==> src/rtl/opcodes_pkg.sv <==
// RV32I load/store funct3 encodings and the access legality check derived from them.
package opcodes_pkg;

  localparam logic [2:0] FUNCT3_LB  = 3'b000;
  localparam logic [2:0] FUNCT3_LH  = 3'b001;
  localparam logic [2:0] FUNCT3_LW  = 3'b010;
  localparam logic [2:0] FUNCT3_LBU = 3'b100;
  localparam logic [2:0] FUNCT3_LHU = 3'b101;
  localparam logic [2:0] FUNCT3_SB  = 3'b000;
  localparam logic [2:0] FUNCT3_SH  = 3'b001;
  localparam logic [2:0] FUNCT3_SW  = 3'b010;

  // Store encodings share the low load encodings; the unsigned forms exist only for loads,
  // and any funct3 outside the defined set is reported as a fault.
  function automatic logic access_fault(input logic       is_store,
                                        input logic [2:0] funct3,
                                        input logic [1:0] offset);
    logic w_fault;
    w_fault = 1'b1;
    case (funct3)
      FUNCT3_LB:  w_fault = 1'b0;
      FUNCT3_LH:  w_fault = offset[0];
      FUNCT3_LW:  w_fault = |offset;
      FUNCT3_LBU: w_fault = is_store;
      FUNCT3_LHU: w_fault = is_store | offset[0];
      default:    w_fault = 1'b1;
    endcase
    return w_fault;
  endfunction

endpackage

==> src/rtl/types_pkg.sv <==
// Shared data types for the load/store unit: bus word, decoded instruction fields, FSM states.
package types_pkg;

  typedef logic [31:0] word_t;

  typedef struct packed {
    logic       is_load;
    logic       is_store;
    logic [2:0] funct3;
    logic       has_rd;
    logic [4:0] rd;
  } instruction_t;

  typedef enum logic [1:0] {
    IDLE,
    ACCESS,
    DONE
  } lsu_state_t;

endpackage

==> src/rtl/load_aligner.sv <==
// Extracts the addressed byte/halfword/word from a bus read word and sign- or zero-extends it.
// Purely combinational.
module load_aligner
  import types_pkg::*;
  import opcodes_pkg::*;
(
  input  word_t      i_rdata,
  input  logic [2:0] i_funct3,
  input  logic [1:0] i_offset,
  output word_t      o_data
);

  word_t w_shifted;

  assign w_shifted = i_rdata >> {i_offset, 3'b000};

  always_comb begin
    o_data = w_shifted;
    case (i_funct3)
      FUNCT3_LB:  o_data = {{24{w_shifted[7]}}, w_shifted[7:0]};
      FUNCT3_LH:  o_data = {{16{w_shifted[15]}}, w_shifted[15:0]};
      FUNCT3_LBU: o_data = {24'd0, w_shifted[7:0]};
      FUNCT3_LHU: o_data = {16'd0, w_shifted[15:0]};
      default:    o_data = w_shifted;
    endcase
  end

endmodule

==> src/rtl/load_store_unit.sv <==
// Memory-access stage: runs one load or store over the data bus and hands the aligned load
// result to register writeback with a single-cycle write enable.
module load_store_unit
  import types_pkg::*;
  import opcodes_pkg::*;
(
  input  logic         clk,
  input  logic         reset,
  input  logic         start,
  input  instruction_t instr,
  input  word_t        address,
  input  word_t        store_data,
  output logic         busy,
  output logic         done,
  output logic         fault,
  output word_t        xd,
  output logic         wb_enable,
  output logic         mem_valid,
  input  logic         mem_ready,
  output word_t        mem_address,
  output logic [3:0]   mem_wstrobe,
  output word_t        mem_wdata,
  input  word_t        mem_rdata
);

  lsu_state_t   r_state;
  lsu_state_t   w_next_state;
  instruction_t r_instr;
  word_t        r_address;
  word_t        r_store_data;
  logic         r_fault;
  word_t        r_xd;
  word_t        w_load_data;
  logic         w_is_mem;
  logic         w_start_fault;
  logic         w_accept;

  assign w_is_mem      = instr.is_load | instr.is_store;
  assign w_start_fault = w_is_mem & access_fault(instr.is_store, instr.funct3, address[1:0]);
  assign w_accept      = (r_state == IDLE) & start;

  load_aligner u_load_aligner (
    .i_rdata  (mem_rdata),
    .i_funct3 (r_instr.funct3),
    .i_offset (r_address[1:0]),
    .o_data   (w_load_data)
  );

  always_ff @(posedge clk or negedge reset) begin
    if (!reset) begin
      r_state      <= IDLE;
      r_instr      <= '0;
      r_address    <= '0;
      r_store_data <= '0;
      r_fault      <= 1'b0;
      r_xd         <= '0;
    end else begin
      r_state <= w_next_state;
      if (w_accept) begin
        r_instr      <= instr;
        r_address    <= address;
        r_store_data <= store_data;
        r_fault      <= w_start_fault;
      end
      if ((r_state == ACCESS) && mem_ready && r_instr.is_load) begin
        r_xd <= w_load_data;
      end
    end
  end

  always_comb begin
    w_next_state = r_state;
    busy         = 1'b0;
    done         = 1'b0;
    fault        = 1'b0;
    wb_enable    = 1'b0;
    mem_valid    = 1'b0;
    case (r_state)
      IDLE: begin
        if (start) begin
          w_next_state = (!w_is_mem || w_start_fault) ? DONE : ACCESS;
        end
      end
      ACCESS: begin
        busy      = 1'b1;
        mem_valid = 1'b1;
        if (mem_ready) begin
          w_next_state = DONE;
        end
      end
      DONE: begin
        busy         = 1'b1;
        done         = 1'b1;
        fault        = r_fault;
        // x0 is not filtered by the register file, so it is suppressed here.
        wb_enable    = r_instr.is_load & r_instr.has_rd & (r_instr.rd != 5'd0) & ~r_fault;
        w_next_state = IDLE;
      end
      default: w_next_state = IDLE;
    endcase
  end

  always_comb begin
    mem_wstrobe = 4'b0000;
    if (mem_valid && r_instr.is_store) begin
      case (r_instr.funct3)
        FUNCT3_SB: mem_wstrobe = 4'b0001 << r_address[1:0];
        FUNCT3_SH: mem_wstrobe = 4'b0011 << r_address[1:0];
        FUNCT3_SW: mem_wstrobe = 4'b1111;
        default:   mem_wstrobe = 4'b0000;
      endcase
    end
  end

  always_comb begin
    mem_wdata = r_store_data;
    case (r_instr.funct3)
      FUNCT3_SB: mem_wdata = {4{r_store_data[7:0]}};
      FUNCT3_SH: mem_wdata = {2{r_store_data[15:0]}};
      default:   mem_wdata = r_store_data;
    endcase
  end

  assign mem_address = {r_address[31:2], 2'b00};
  assign xd          = r_xd;

endmodule

==> config.mk <==
export PLATFORM = sky130hd
export DESIGN_NAME = load_store_unit
export DESIGN_NICKNAME = d
export VERILOG_FILES = /design/src/rtl/opcodes_pkg.sv /design/src/rtl/types_pkg.sv /design/src/rtl/load_aligner.sv /design/src/rtl/load_store_unit.sv
export SDC_FILE = /design/constraint.sdc
export NUM_CORES = 1
export LEC_CHECK = 0
export CORE_AREA = 8 8 129 131
export CTS_CLUSTER_DIAMETER = 150
export CTS_CLUSTER_SIZE = 8
export DETAILED_ROUTE_END_ITERATION = 10
export DIE_AREA = 0 0 137 139
export PLACE_DENSITY_LB_ADDON = 0.1
export SLEW_MARGIN = 20
export SYNTH_ARGS = -nofsm -noshare
export SYNTH_HDL_FRONTEND = slang
export SYNTH_HIERARCHICAL = 1
export SYNTH_SLANG_ARGS = --single-unit
==> constraint.sdc <==
create_clock -name clk -period 1.75 [get_ports clk]
set_input_delay 0.35 -clock clk [delete_from_list [all_inputs] [get_ports clk]]
set_output_delay 0.35 -clock clk [all_outputs]
set_load 0.02 [all_outputs]
==> results.cfg, run 1 <==
[routing]
vias = 4498
ant_nets = 0
wl_um = 18300
vias_per_cell = 5.05
drc_errors = 0
drtIter0Drc = 221
post_drt_wl_per_cell_um = 20.5
drtPass1Iterations = 4

[timing]
clock_skew_ns = 0.00784
fin_crit_ns = 2.02
max_freq_mhz = 495
period_share = 1.15
finalMaxSlewViolations = 0
relSlewSlack = 0.637
rsz0062_at_grt = true
setup_viol = 59
tightest_slew_ns = 0.545
finalWorstSetupSlack_ns = -0.269
hold_violations = 0

[critical_path]
critical_path_required_ns = 1.40
startpoint_type = flop
r2r-start = r_address[0]
cp-end-kind = output pin
critPathKind = flop to output pin
r2r_cells = 8
crit_fanout = 8
reg2reg_setup_slack_ns = -0.07
crit_arrival_ns = 1.67
rr_endpoint = xd[18]

[cells_and_area]
drive_above_1_share = 0.455
diodes = 0
final_net_count = 812
finalCoreUtilization = 0.652
area_growth_pct = 67.3
finalNonFillerCells = 891
fillers = 1130

[clock_tree]
cts_tree = built
cts_sinks = 110
worstSkewPairLatency_ns = 0.36
path_clk_slew_ns = 0.08
clock_path_buffers = 2
numCtsBuffers = 9
cts_max_level = 3
root_buffer = clkbuf_16

[synthesis]
synth-edff-count = 0
synthFlopType = dfrtp_1
async_flop_share = 1.00
ys_ff_latch = 110
synth_cells = 463
synth_warnings = 6
synth_cell_types = 41
ys_seq_area_frac = 0.479
synth_area_um2 = 5750
avgSynthCellArea_um2 = 12.4

[floorplan]
dieArea_um2 = 19000
row_count = 45
die-height_um = 139
core-area_um2 = 14800
fp.dieW_um = 137
floorplan.initialDensity = 0.390
ios = 216

[power_and_ir_drop]
p_leak_nw = 4.35
p_per_area_nw_per_um2 = 1980
pwr-share-seq = 0.247
net-switching-power_mw = 7.33
p_int_mw = 11.7
p_sw_frac = 0.384
pwr-share-comb = 0.638
power_frac_clock = 0.115
irDropWorstVdd_uv = 1330

[grt]
grt_max_degree = 38
track_usage = 0.181
antenna_found_initial = 0
grt_pass1_wl_um = 27200
grt_pass1_vias = 5038
gr-total-overflow = 0

[run_status]
status = finished with violations
violations = negative setup slack

[placement]
routabilityCongestion = 0.800
port_buffers = 213
dpl.hpwl_um = 11900
dp.cells = 836

[run]
maxCapViolCount = 0

[hold_path]
hp-class = primary input to async pin
-- registers in the layout (all words and copies together) (netlist names) --
| signal | cells |
|---|---|
| r_address | 32 |
| r_store_data | 32 |
| xd | 32 |
| r_instr | 11 |
| r_state | 2 |
| r_fault | 1 |
-- critical path: stages, from the launching register on --
cell	delay [ns]
dfrtp_2	0.46
nor3_4	0.23
buf_12	0.17
mux2_4	0.31
buf_6	0.13
-- per-stage QoR --
step / total power [mW] / cell area [µm²] / setup TNS [ns] / hold WS [ns] / worst slack, ns
after global routing: 20.0 / 9620 / -12.71 / 0.530 / -0.325
final: 19.1 / 9620 / -7.07 / 0.507 / -0.269
after CTS: 18.0 / 9020 / -7.03 / 0.510 / -0.286
after floorplan: 10.3 / 5750 / 0 / 0.0544 / 0.0385
after detailed placement: 13.9 / 8040 / -15.34 / 0.370 / -0.322
after global placement: 13.7 / 8040 / -13.96 / 0.360 / -0.292
-- synthesized netlist by cell type (all sizes together) (3+ instances only) --
library cell,instances,area (µm²)
a211oi,14,105
a21oi,19,95.1
buf,61,484
clkbuf,4,16.3
dfrtp,110,2750
ha,3,37.5
inv,4,15.0
mux2,123,1410
mux2i,28,280
nand2,18,67.6
nand2b,5,38.8
nand3b,3,22.5
nor2,32,128
nor2b,10,62.6
o21ai,9,52.6
-- metal layers --
layer | wire length, µm | vias to the layer above | share of wire | global-route usage
li1 | - | 2060 | - | -
met1 | 7660 | 2266 | 0.42 | 0.217
met2 | 9040 | 155 | 0.49 | 0.301
met3 | 1360 | 17 | 0.075 | 0.0522
met4 | 233 | 0 | 0.013 | 0.0601
met5 | 0 | - | 0 | 0
-- kinds of logic (layout without fill, tap and decap cells) --
| family | count (synthesis) | in the layout | synth area share |
|---|---|---|---|
| other | 1 | 2 | 0.000653 |
| DFF | 110 | 110 | 0.479 |
| AOI/OAI and AO/OA | 53 | 53 | 0.0625 |
| buffers and inverters | 69 | 308 | 0.0897 |
| muxes | 151 | 151 | 0.294 |
| adders and majority gates | 3 | 3 | 0.00653 |
| and+or+nand+nor | 76 | 76 | 0.0673 |
-- what timing repair did --
| action | in CTS | in global routing |
|---|---|---|
| endpoints found under the hold margin | 32 | 0 |
| setup endpoints to repair | 70 | 123 |
| buffers inserted | 28 | 11 |
| hold buffers | 1 | 0 |
| pin swaps | 11 | 15 |
| gates cloned | 6 | 7 |
| gates resized for setup | 294 | 115 |
-- worst max-delay path by stage --
stage,slack (ns),endpoint,cells past startpoint,start
finish,-0.27,mem_wdata[15],4,r_instr[7]
global route,-0.33,mem_wdata[15],4,r_instr[7]
CTS,-0.29,mem_wdata[20],5,r_instr[8]
detailed placement,-0.32,mem_wdata[14],4,r_instr[7]
global placement,-0.29,mem_wdata[15],4,r_instr[7]
floorplan,0.04,mem_wstrobe[1],5,r_state[1]
-- cell type report --
type | instances | area, µm² | share of cell area
clock buffers | 9 | 225 | 0.0234
multi-input cells | 285 | 3110 | 0.323
clock inverters | 7 | 87.6 | 0.00911
inverters | 4 | 17.5 | 0.00182
flip-flops and latches | 110 | 2760 | 0.287
repair buffers | 288 | 3180 | 0.331
well taps | 188 | 235 | 0.0245
-- placed cells by master (no fill, tap or decap), drive strengths merged, types with 3 or more instances in the layout --
master	Yosys	routed
clkdlybuf4s50	0	166
mux2	123	123
dfrtp	110	110
buf	61	102
nor2	32	32
mux2i	28	28
a21oi	19	19
nand2	18	18
clkbuf	4	15
a211oi	14	14
nor2b	10	10
o21ai	9	9
dlygate4sd2	0	8
inv	4	7
dlymetal6s2s	0	5
nand2b	5	5
nand3b	3	3
ha	3	3
clkinv	0	3
-- power groups by stage --
stage / logic, mW / clock network, mW / registers (mW)
after global placement: 9.19 / 0 / 4.55
after CTS: 11.1 / 2.25 / 4.64
after floorplan: 5.61 / 0 / 4.73
final: 12.2 / 2.20 / 4.71
after global routing: 12.8 / 2.34 / 4.89
after detailed placement: 9.27 / 0 / 4.62
Note: power is estimated with default switching activity, not from simulation.
==> run 2: changes to the inputs <==
--- a/config.mk
+++ b/config.mk
@@ -5,14 +5,14 @@
 export SDC_FILE = /design/constraint.sdc
 export NUM_CORES = 1
 export LEC_CHECK = 0
-export CORE_AREA = 8 8 129 131
+export CORE_AREA = 8 8 126 128
 export CTS_CLUSTER_DIAMETER = 150
 export CTS_CLUSTER_SIZE = 8
 export DETAILED_ROUTE_END_ITERATION = 10
-export DIE_AREA = 0 0 137 139
+export DIE_AREA = 0 0 134 136
 export PLACE_DENSITY_LB_ADDON = 0.1
+export REMOVE_ABC_BUFFERS = 1
 export SLEW_MARGIN = 20
 export SYNTH_ARGS = -nofsm -noshare
 export SYNTH_HDL_FRONTEND = slang
-export SYNTH_HIERARCHICAL = 1
 export SYNTH_SLANG_ARGS = --single-unit
==> run 2 against run 1 <==
Effect of this change:
- highest routed layer unchanged
- core utilization down 5.4 points
- die area down 4.3%
- via count down 3.4%
- sequential power down 3%
- the run still ends with negative setup slack left
- critical endpoint is now mem_wdata[8]
==> results.cfg, run 2 <==
[synthesis]
async_flop_share = 1.00
synth_top_area_share = 0.504
synth_area_um2 = 5460
synth_cell_types = 38
avgSynthCellArea_um2 = 11.6
synth-edff-count = 0
synth_cells = 471
ys_ff_latch = 110
synth_warnings = 0
synth.most_common_cell = dfrtp_1
synth_top_cell_by_area = dfrtp_1
synthTopCellsByCount = 110 x dfrtp_1, 98 x mux2_2, 40 x buf_4, 39 x nor2_1, 27 x a21oi_1
synthFlopType = dfrtp_1
synth_area_leaders = dfrtp_1 50%, mux2_2 20%, buf_4 5.5%, mux2i_1 4.8%, nor2_1 2.7%
ys_seq_area_frac = 0.504

[critical_path]
critPathKind = flop to output pin
crit_arrival_ns = 1.70
rr_endpoint = xd[29]
reg2reg_setup_slack_ns = -0.09
startpoint_type = flop
cp-end-kind = output pin
crit_fanout = 6
r2r_cells = 6
critical_path_required_ns = 1.40
r2r-start = r_address[0]

[placement]
dpl_cell_area_um2 = 7810
routabilityCongestion = 0.785
port_buffers = 213
dpl.hpwl_um = 12200
dp.cells = 844

[timing]
fin_crit_ns = 2.05
finalMaxSlewViolations = 0
rsz0062_at_grt = true
max_freq_mhz = 488
whs_ns = 0.382
fin_setup_tns_ns = -6.98
setup_viol = 39
finalWorstSetupSlack_ns = -0.299
period_share = 1.17
hold_violations = 0
clock_skew_ns = 0.00714

[grt]
grt_pass1_vias = 4671
antenna_found_initial = 0
grt_max_degree = 42
gr-total-overflow = 0
track_usage = 0.178
grt_pass1_wl_um = 25500

[floorplan]
core-area_um2 = 14000
fp.dieW_um = 134
dieArea_um2 = 18200
ios = 216
die-height_um = 136
row_count = 44
floorplan.initialDensity = 0.389

[power_and_ir_drop]
p_per_area_nw_per_um2 = 1880
fin_total_pwr_mw = 15.8
pwr-share-comb = 0.581
net-switching-power_mw = 6.07
irDropWorstVdd_uv = 1100
pwr-share-seq = 0.291
p_int_mw = 9.71
p_sw_frac = 0.385
power_frac_clock = 0.128
p_leak_nw = 3.70

[cells_and_area]
layout_common_cells = 171 x clkdlybuf4s50_1, 108 x dfrtp_1, 86 x mux2_2, 49 x buf_4, 38 x nor2_1
diodes = 0
drive_above_1_share = 0.329
mostFrequentLayoutCell = clkdlybuf4s50_1
finalNonFillerCells = 876
fillers = 1193
area_growth_pct = 53.6
final_net_count = 801
fin_area_um2 = 8390

[run_status]
status = finished with violations
violations = negative setup slack

[routing]
ant_nets = 0
drc_errors = 0
post_drt_wl_per_cell_um = 18.5
wl_um = 16200
drtPass1Iterations = 4
vias = 4343
drtIter0Drc = 176
vias_per_cell = 4.96

[clock_tree]
root_buffer = clkbuf_16
cts_tree = built
cts_max_level = 3
numCtsBuffers = 9
clock_path_buffers = 2
path_clk_slew_ns = 0.07
cts_sinks = 110
worstSkewPairLatency_ns = 0.35

[run]
maxCapViolCount = 0

[hold_path]
hp-class = primary input to async pin
## run 2: changes by cell type after synthesis, sizes merged, moves of 9 or more
cell    delta
a211oi    -12
a221o      +9
buf       -14
clkbuf    +15
mux2      -25
nand3     +14
o21ai     +10
## run 2: worst max-delay path, stage by stage (launching register included)
cell and delay (ns):
dfrtp_1 0.40, or2_4 0.25, nor2_4 0.11, buf_6 0.15, mux2_4 0.31, buf_6 0.13
## run 2: repair_timing
item                       CTS  global route
gates resized for setup    216            27
gates cloned                 2             0
hold buffers                 1             0
setup endpoints to repair   64            53
setup buffers               10             4
hold endpoints to repair     7             0
pin swaps                    8             6
## run 2: worst max-delay path by stage
stage,startpoint,end,slack (ns),depth (start not counted)
floorplan,r_state[0],r_address[0],-1.08,4
global placement,r_instr[6],mem_wdata[8],-0.43,5
detailed placement,r_instr[6],mem_wdata[14],-0.44,5
CTS,r_instr[6],mem_wdata[12],-0.33,5
global route,r_instr[7],mem_wdata[8],-0.35,5
finish,r_instr[6],mem_wdata[8],-0.30,5
## run 2: power groups by stage
| stage | Clock [mW] | Sequential, mW | Combinational (mW) |
|---|---|---|---|
| after floorplan | 0 | 5.60 | 3.50 |
| after global placement | 0 | 4.54 | 8.66 |
| after detailed placement | 0 | 4.59 | 8.74 |
| after CTS | 2.10 | 4.58 | 9.12 |
| after global routing | 2.18 | 4.75 | 9.83 |
| final | 2.02 | 4.59 | 9.17 |
## run 2: logic make-up after synthesis
group | after synthesis | share of synthesized area
buffers and inverters | 70 | 0.0772
muxes | 125 | 0.254
and+or+nand+nor | 100 | 0.0882
adders and majority gates | 3 | 0.00687
other | 1 | 0.000687
DFF | 110 | 0.504
AOI/OAI and AO/OA | 62 | 0.0692
## run 2: cell type report
type	count	area, µm²	share of cell area
Tap cell	184	230	0.0274
Clock inverter	3	45.0	0.00537
Sequential cell	110	2760	0.328
Clock buffer	13	240	0.0286
Inverter	4	17.5	0.00209
Multi-Input combinational cell	292	2470	0.295
Timing Repair Buffer	270	2630	0.313
## run 2: layer usage
metal,vias up,part of all wire,GRT usage
met1,2141,0.41,0.212
met5,-,0,0
met4,0,0.014,0.0605
met3,16,0.099,0.0795
li1,2047,-,-
met2,139,0.47,0.281
## run 2: metrics by stage
stage	util	setup WS, ns
6_report	0.598	-0.299
5_1_grt	0.598	-0.349
4_1_cts	0.589	-0.331
3_3_place_gp	0.556	-0.429
2_1_floorplan	-	-1.08
3_5_place_dp	0.556	-0.436
